**config.mk**
```make
export PLATFORM = sky130hd
export DESIGN_NAME = mbscore_mem_arbiter
export DESIGN_NICKNAME = d
export VERILOG_FILES = /design/src/rtl/mbscore_mem_arbiter_pkg.sv /design/src/rtl/mbscore_mem_arbiter_prio.sv /design/src/rtl/mbscore_mem_arbiter.sv
export SDC_FILE = /design/constraint.sdc
export NUM_CORES = 1
export LEC_CHECK = 0
export CAP_MARGIN = 10
export CORE_ASPECT_RATIO = 1.5
export CORE_UTILIZATION = 37
export DETAILED_ROUTE_END_ITERATION = 8
export GPL_TIMING_DRIVEN = 0
export PLACE_DENSITY = 0.76
export SETUP_SLACK_MARGIN = 0.5
export SYNTH_ARGS = -nofsm -noshare
export SYNTH_HDL_FRONTEND = slang
export SYNTH_HIERARCHICAL = 1
export SYNTH_SLANG_ARGS = --single-unit
```
**constraint.sdc**
```tcl
create_clock -name clk -period 1.5 [get_ports clk]
set_clock_uncertainty 0.05 [all_clocks]
set_input_delay 0.3 -clock clk [delete_from_list [all_inputs] [get_ports clk]]
set_output_delay 0.3 -clock clk [all_outputs]
set_load 0.01 [all_outputs]
```
**src/rtl/mbscore_mem_arbiter_pkg.sv**
```systemverilog
// -----------------------------------------------------------------------------
// mbscore_mem_arbiter_pkg
//   Shared encodings for the MBScore shared-RAM-port arbiter: FSM states,
//   access owner, and a small helper that sizes the internal counters.
//   No ports (package).
// -----------------------------------------------------------------------------
package mbscore_mem_arbiter_pkg;

    typedef enum logic [1:0] {
        ST_IDLE   = 2'd0,
        ST_ACCESS = 2'd1,
        ST_RESP   = 2'd2
    } state_t;

    typedef enum logic {
        OWNER_INST = 1'b0,
        OWNER_DATA = 1'b1
    } owner_t;

    // Width that holds values 0..n, used for the latency and streak counters.
    function automatic int cnt_width(input int n);
        return $clog2(n) + 1;
    endfunction

endpackage

```
**src/rtl/mbscore_mem_arbiter_prio.sv**
```systemverilog
// -----------------------------------------------------------------------------
// mbscore_arb_prio
//   Combinational grant selection for the shared RAM port. The data side wins
//   unless a fetch is pending and the data side has already used up its
//   allowed streak of consecutive grants, in which case the fetch is forced.
// Ports
//   inst_req    in   fetch request pending
//   data_req    in   load/store request pending
//   streak      in   consecutive data grants taken while a fetch waited
//   grant_inst  out  fetch wins this arbitration
//   grant_data  out  data access wins this arbitration
// -----------------------------------------------------------------------------
module mbscore_arb_prio #(
    parameter int MAX_DATA_STREAK = 4,
    parameter int SW              = 3
) (
    input  logic          inst_req,
    input  logic          data_req,
    input  logic [SW-1:0] streak,
    output logic          grant_inst,
    output logic          grant_data
);

    localparam logic [SW-1:0] MAX_S = SW'(MAX_DATA_STREAK);

    always_comb begin
        // NOTE: every output gets a default before the branches so no path
        // leaves a value unassigned, which would infer a latch.
        grant_inst = 1'b0;
        grant_data = 1'b0;
        if (data_req && !(inst_req && (streak == MAX_S))) begin
            grant_data = 1'b1;
        end else if (inst_req) begin
            grant_inst = 1'b1;
        end
    end

endmodule

```
**src/rtl/mbscore_mem_arbiter.sv**
```systemverilog
// -----------------------------------------------------------------------------
// mbscore_mem_arbiter
//   Sequences the single shared RAM port between instruction fetch and data
//   load/store. One access in flight, fixed RAM latency: IDLE -> ACCESS -> RESP.
//   Data has priority; a streak counter forces a fetch grant after
//   MAX_DATA_STREAK consecutive data grants taken while a fetch was pending.
// Ports
//   clk, rst                         clock, synchronous active-high reset
//   inst_req/inst_addr               fetch request and address
//   inst_ack/inst_rdata              one-cycle done pulse, fetched word (held)
//   data_req/data_we/data_addr/
//   data_wdata                       load/store request
//   data_ack/data_rdata              one-cycle done pulse, load word (held)
//   ram_addr/ram_re/ram_we/ram_wdata registered RAM bus outputs
//   ram_rdata                        RAM read data, valid at the last access cycle
// -----------------------------------------------------------------------------
module mbscore_mem_arbiter
    import mbscore_mem_arbiter_pkg::*;
#(
    parameter int RAM_LAT         = 2,
    parameter int MAX_DATA_STREAK = 4,
    parameter int ADDR_WIDTH      = 32,
    parameter int DATA_WIDTH      = 32
) (
    input  logic                  clk,
    input  logic                  rst,
    input  logic                  inst_req,
    input  logic [ADDR_WIDTH-1:0] inst_addr,
    output logic                  inst_ack,
    output logic [DATA_WIDTH-1:0] inst_rdata,
    input  logic                  data_req,
    input  logic                  data_we,
    input  logic [ADDR_WIDTH-1:0] data_addr,
    input  logic [DATA_WIDTH-1:0] data_wdata,
    output logic                  data_ack,
    output logic [DATA_WIDTH-1:0] data_rdata,
    output logic [ADDR_WIDTH-1:0] ram_addr,
    output logic                  ram_re,
    output logic                  ram_we,
    output logic [DATA_WIDTH-1:0] ram_wdata,
    input  logic [DATA_WIDTH-1:0] ram_rdata
);

    localparam int CW = cnt_width(RAM_LAT);
    localparam int SW = cnt_width(MAX_DATA_STREAK);
    localparam logic [CW-1:0] CNT_INIT = CW'(RAM_LAT - 1);
    localparam logic [SW-1:0] MAX_S    = SW'(MAX_DATA_STREAK);

    state_t        state;
    owner_t        owner;
    logic [CW-1:0] cnt;
    logic [SW-1:0] streak;
    logic          grant_inst;
    logic          grant_data;

    mbscore_arb_prio #(
        .MAX_DATA_STREAK(MAX_DATA_STREAK),
        .SW             (SW)
    ) u_prio (
        .inst_req  (inst_req),
        .data_req  (data_req),
        .streak    (streak),
        .grant_inst(grant_inst),
        .grant_data(grant_data)
    );

    // NOTE: all state is assigned with <= so every register samples the
    // pre-edge values of the others, independent of statement order.
    always_ff @(posedge clk) begin
        if (rst) begin
            // NOTE: every register is reset, including the held rdata words,
            // so an access aborted by reset leaves no stale data visible.
            state      <= ST_IDLE;
            owner      <= OWNER_INST;
            cnt        <= '0;
            streak     <= '0;
            ram_addr   <= '0;
            ram_re     <= 1'b0;
            ram_we     <= 1'b0;
            ram_wdata  <= '0;
            inst_ack   <= 1'b0;
            data_ack   <= 1'b0;
            inst_rdata <= '0;
            data_rdata <= '0;
        end else begin
            // Acks are single-cycle pulses; only the ACCESS exit raises one.
            inst_ack <= 1'b0;
            data_ack <= 1'b0;

            case (state)
                ST_IDLE: begin
                    if (!inst_req) begin
                        streak <= '0;
                    end
                    if (grant_data) begin
                        owner     <= OWNER_DATA;
                        ram_addr  <= data_addr;
                        ram_re    <= !data_we;
                        ram_we    <= data_we;
                        ram_wdata <= data_wdata;
                        cnt       <= CNT_INIT;
                        state     <= ST_ACCESS;
                        // Only grants that made a fetch wait count toward the streak.
                        if (inst_req && (streak != MAX_S)) begin
                            streak <= streak + 1'b1;
                        end
                    end else if (grant_inst) begin
                        owner    <= OWNER_INST;
                        ram_addr <= inst_addr;
                        ram_re   <= 1'b1;
                        ram_we   <= 1'b0;
                        cnt      <= CNT_INIT;
                        state    <= ST_ACCESS;
                        streak   <= '0;
                    end
                end

                ST_ACCESS: begin
                    if (cnt == '0) begin
                        // Last access cycle: RAM data is valid now. Stores
                        // (ram_re low) leave the rdata registers untouched.
                        if (ram_re) begin
                            if (owner == OWNER_INST) begin
                                inst_rdata <= ram_rdata;
                            end else begin
                                data_rdata <= ram_rdata;
                            end
                        end
                        ram_re <= 1'b0;
                        ram_we <= 1'b0;
                        if (owner == OWNER_INST) begin
                            inst_ack <= 1'b1;
                        end else begin
                            data_ack <= 1'b1;
                        end
                        state <= ST_RESP;
                    end else begin
                        cnt <= cnt - 1'b1;
                    end
                end

                ST_RESP: begin
                    // Requests are ignored here so a requester that keeps req
                    // high is not granted while its ack is still visible.
                    state <= ST_IDLE;
                end

                default: begin
                    state <= ST_IDLE;
                end
            endcase
        end
    end

endmodule
```
Yosys cells after proc, flatten, opt, wreduce, memory -nomap -nowiden
Index checks and enable logic that the tools add are counted.
{"block": "op_classes", "n_addsub": 2, "eq_ne": 6, "mux": 25, "n_bitwise": 3, "reduce_logical": 17}
{"cell": "$mux W32", "n": 2}
{"cell": "$mux W3", "n": 4}
{"cell": "$mux W1", "n": 11}
{"cell": "$mux W2", "n": 4}
{"cell": "$pmux W2 S2", "n": 2}
{"cell": "$reduce_and A4 Y1", "n": 2}
{"cell": "$ne A3 B3 Y1 const B", "n": 2}
{"cell": "$reduce_and A2 Y1", "n": 3}
{"cell": "$reduce_and A3 Y1", "n": 2}
{"cell": "$logic_not A2 Y1", "n": 2}
{"cell": "$ne A2 B2 Y1 const B", "n": 2}
{"cell": "$pmux W1 S2", "n": 2}
{"cell": "$reduce_bool A2 Y1", "n": 2}
{"cell": "$add A3 B1 Y3 const B", "n": 1}
{"cell": "$eq A3 B3 Y1 const B", "n": 1}
{"cell": "$logic_and A1 B1 Y1", "n": 3}
{"cell": "$not A1 Y1", "n": 3}
{"cell": "$reduce_or A3 Y1", "n": 1}
{"cell": "$eq A2 B1 Y1 const B", "n": 1}
{"cell": "$logic_not A1 Y1", "n": 2}
{"cell": "$sub A2 B1 Y2 const B", "n": 1}
{"block": "word_totals", "regBits": 140, "word_cells": 65}

Longest topological paths before layout
{"block": "logic_depth", "word_depth": 8, "ltp_mapped": 7, "ltp_nobuf": 5}

Cells and area by module
The synthesis kept the hierarchy.
{"mod": "mbscore_mem_arbiter", "n_inst": 1, "cells_per_inst": 565, "area_per_inst_um2": 5636.7, "seq_area_each_um2": 2802.7}
{"mod": "mbscore_arb_prio", "n_inst": 1, "cells_per_inst": 4, "area_per_inst_um2": 32.5, "seq_area_each_um2": 0.0}

Least setup slack after synthesis
Ideal clock, no wire load.
{"block": "synth_timing", "kind": "reg2reg", "from": "reg streak[2]", "to": "reg ram_addr[12]", "setup_time_ns": 0.134, "arrival_ns": 1.516, "t_required_ns": 1.316, "path_slack_ns": -0.200, "path_stages_with_launch": 8, "period_less_slack_ns": 1.700, "cell_sequence": "dfxtp_1 > nand2_1 > o31a_1 > or2_2 > buf_2 > clkbuf_1 > a21oi_1 > a211oi_1"}
{"block": "synth_between", "elab_chain_cells": 7, "elab_cells_between_ends": 9}
{"item": "start: declaration", "line_no": "mbscore_mem_arbiter.sv:52", "source": "logic [SW-1:0] streak;"}
{"item": "start signal: assignment", "line_no": "mbscore_mem_arbiter.sv:105", "source": "streak <= streak + 1'b1;"}
{"item": "$eq A3 B3 Y1 *", "line_no": "mbscore_mem_arbiter_prio.sv:31", "source": "if (data_req && !(inst_req && (streak == MAX_S))) begin"}
{"item": "$logic_and A1 B1 Y1 *", "line_no": "mbscore_mem_arbiter_prio.sv:31"}
{"item": "$logic_not A1 Y1 *", "line_no": "mbscore_mem_arbiter_prio.sv:31"}
{"item": "$logic_and A1 B1 Y1 *", "line_no": "mbscore_mem_arbiter_prio.sv:31"}
{"item": "$mux W1 *", "line_no": "mbscore_mem_arbiter_prio.sv:31"}
{"item": "net grant_data", "line_no": "mbscore_mem_arbiter.sv:54", "source": "logic grant_data;"}
{"item": "$reduce_bool A2 Y1 (no line)"}
{"item": "$reduce_and A2 Y1 (no line)"}
{"item": "end signal: assignment", "line_no": "mbscore_mem_arbiter.sv:97", "source": "ram_addr <= data_addr;"}
{"item": "end signal: assignment", "line_no": "mbscore_mem_arbiter.sv:109", "source": "ram_addr <= inst_addr;"}
{"item": "end: declaration", "line_no": "mbscore_mem_arbiter.sv:37", "source": "output logic [ADDR_WIDTH-1:0] ram_addr,"}
The timed path passes the listed nets; every way through them passes the cells marked *.
A chain may end at the register's enable or synchronous reset.

Worst setup path in the final report
{"block": "layout_timing", "from": "reg streak[2]", "to": "reg ram_addr[4]"}
Same word-level chain as after synthesis.

==> results.yml <==
final_layout:
  drive_above_1_share_pct: 59.1
  final_area_sq_um: 11900
  final_net_count: 1120
  final_cells: 1195
  fill_cells: 919
  area_growth_syn_to_layout_pct: 110
  register_area_sq_um: 2990
  antenna_cells: 0
  multi_input_area_sq_um: 3380
logic_synthesis:
  synth_cell_types: 36
  synth_seq_cells: 140
  synth_warnings: 6
  synthesis.instances: 569
  netlist_area_sq_um: 5670
  syn_avg_cell_area_sq_um: 9.96
  syn_nets: 705
  yosysSeqAreaShare_pct: 49.4
routing:
  antenna_left: 0
  wire_per_inst_um: 19.7
  drc: 0
  vias: 6163
  routed_via_density: 5.16
  first_pass_iters: 4
  wl_um: 23600
  drt_iter0_markers: 195
place:
  portBuffers: 263
  dpl-instance-area_sq_um: 9050
  hpwl_um: 14200
  gp_congestion: 0.794
  dp.cells: 1031
floorplanning:
  die_height_um: 154
  initial_core_util_pct: 37.8
  row_count: 55
  ioPinCount: 265
  fp.dieW_um: 103
  dieArea_sq_um: 15800
  core_area_sq_um: 15000
sta:
  setup_viol: 134
  slew-limit-headroom_pct: 47.4
  rsz0062_at_grt: "yes"
  hold_viol: 0
  slew_viol_final: 0
  tightest_slew_ns: 0.789
  fin_ws_ns: -0.263
  min_period_ns: 1.76
  fmax_mhz: 567
  finalCritPeriodShare_pct: 118
cts:
  clk_pin_slew_worst_paths_ns: 0.06
  numCtsBuffers: 17
  cts_sinks: 140
  root_buffer: "clkbuf_16"
  cts_tree: "yes"
  htreeDepth: 4
  insertion_delay_ns: 0.41
  clock_path_buffers: 2
  hold_buffers: 0
critical_path:
  cp.arrival_ns: 2.00
  start_kind: "flip-flop"
  crit_type: "reg2reg"
  worstRegToRegCells: 6
  critPathCaptureType: "flip-flop"
  critical_path_required_ns: 1.74
  crit_fanout: 10
grt:
  antenna_found_initial: 0
  grt_pass1_wl_um: 33500
  grt_pass1_vias: 6600
  overflow: 0
  grt_usage_pct: 27.6
  grt_max_degree: 17
pwr:
  peakVddDrop_v: 0.000804
  power.leakage_nw: 5.20
  powerDensity_nw_per_um2: 970
flow_run:
  drv_cap: 0
status:
  status: "finished, violations left"
  violations: "negative setup slack"
worst_hold_path:
  hold_path.class: "reg2reg"
  min_path_cells: 2
final timing paths:
check                      start              to  slack (ns)
setup / recovery       streak[2]     ram_addr[4]       -0.26
setup reg to reg       streak[2]     ram_addr[4]       -0.26
hold / removal    data_rdata[22]  data_rdata[22]        0.43
hold reg to reg   data_rdata[22]  data_rdata[22]        0.43
logic make-up after synthesis:
family          after synthesis  share of synthesized area [%]
compound gates              112                           14.2
flops                       140                           49.4
simple gates                158                           13.7
fa+ha+maj                     3                          0.662
mux                          97                           17.1
buf+inv                      59                           4.88
cells in the final DEF, fill, tap and decap left out, types with 5 or more instances in the layout:
cell type        Yosys  layout
buf_16               0       5
nor3_2               0       7
clkdlybuf4s50_1      0     129
nand2b_1            33      32
dfxtp_4              0       5
nand2_1             38      36
nor2_1              36      33
clkbuf_16            0      23
a211oi_1            33      23
dfxtp_2              0     132
a21oi_2              0      18
clkbuf_2             0       7
a31o_4               0      29
a21oi_4              0      18
nor3_1              34      27
buf_6                2     160
buf_4                4      99
clkbuf_1            26      12
mux2i_1             96      87
mux2i_2              0       7
buf_12               0      15
a211oi_2             0      10
synth_stat cells, drive strengths merged:
| cell | n | area [sq um] |
|---|---|---|
| a31o | 33 | 289 |
| nand2 | 38 | 143 |
| a311oi | 1 | 8.76 |
| o211ai | 2 | 15.0 |
| clkbuf | 26 | 97.6 |
| ha | 3 | 37.5 |
| nor3 | 34 | 170 |
| mux2 | 1 | 11.3 |
| o21ai | 2 | 10.0 |
| o31a | 1 | 8.76 |
| nand3 | 3 | 15.0 |
| a22o | 1 | 8.76 |
| inv | 6 | 22.5 |
| a2111oi | 1 | 15.0 |
| a211oi | 33 | 248 |
| nor2 | 38 | 148 |
| or2 | 2 | 12.5 |
| nand3b | 2 | 15.0 |
| dfxtp | 140 | 2800 |
| a21oi | 37 | 185 |
| and2 | 2 | 12.5 |
| nor4b | 1 | 8.76 |
| and4b | 1 | 10.0 |
| and4 | 1 | 8.76 |
| o32ai | 1 | 16.3 |
| nand2b | 33 | 206 |
| nor3b | 1 | 7.51 |
| buf | 27 | 156 |
| mux2i | 96 | 961 |
| nand4b | 1 | 8.76 |
| nor4bb | 1 | 10.0 |
sequential cells by signal (all words and copies together) (netlist names), 2 cells and up:
name,cells
data_rdata,32
inst_rdata,32
ram_wdata,32
state,2
cnt,2
streak,3
ram_addr,32
repair_timing:
action	in CTS	in global routing
gates resized for setup	884	84
gates cloned	6	8
setup endpoints to repair	272	272
buffers inserted	81	38
pin swaps	7	21
metal layers:
layer  vias up  GRT usage [%]  wire length, um
met5         -              0                0
met4         0           13.5              982
met3        72           8.68             1510
met2       256           52.9            13300
met1      2978           25.2             7800
li1       2857              -                -
worst max-delay path, cell delays in order, from the launching register on:
cell	delay (ns)
dfxtp_2	0.34
nand2_2	0.08
o31a_1	0.31
buf_6	0.18
buf_4	0.21
mux2i_1	0.14
a211oi_1	0.34
final cells by class:
class	instances	area share, %
inverter	6	0.189
clock inverter	12	1.38
multi-input combinational	370	28.4
timing repair buffer	396	34.4
tap	199	2.09
buffer	53	4.71
clock buffer	19	3.72
sequential	140	25.1
metrics by stage:
step,hold slack (ns),TNS (ns),power [mW],setup slack (ns),util [%]
floorplan,0.397,-2.35,5.19,-0.0547,-
global placement,0.396,-52.45,6.16,-0.764,60.3
detailed placement,0.404,-58.54,6.22,-0.827,60.3
CTS,0.388,-14.77,11.0,-0.194,74.1
global route,0.444,-25.26,11.9,-0.329,79.3
finish,0.425,-18.44,11.5,-0.263,79.3
report_power, final:
group | switching [mW] | total (mW) | leakage [nW] | internal, mW
Sequential | 0.181 | 4.18 | 1.20 | 4.00
Combinational | 1.26 | 2.97 | 3.72 | 1.71
Clock | 1.72 | 4.40 | 0.282 | 2.67
Total | 3.17 | 11.5 | 5.20 | 8.38
Note: power is estimated with default switching activity, not from simulation.
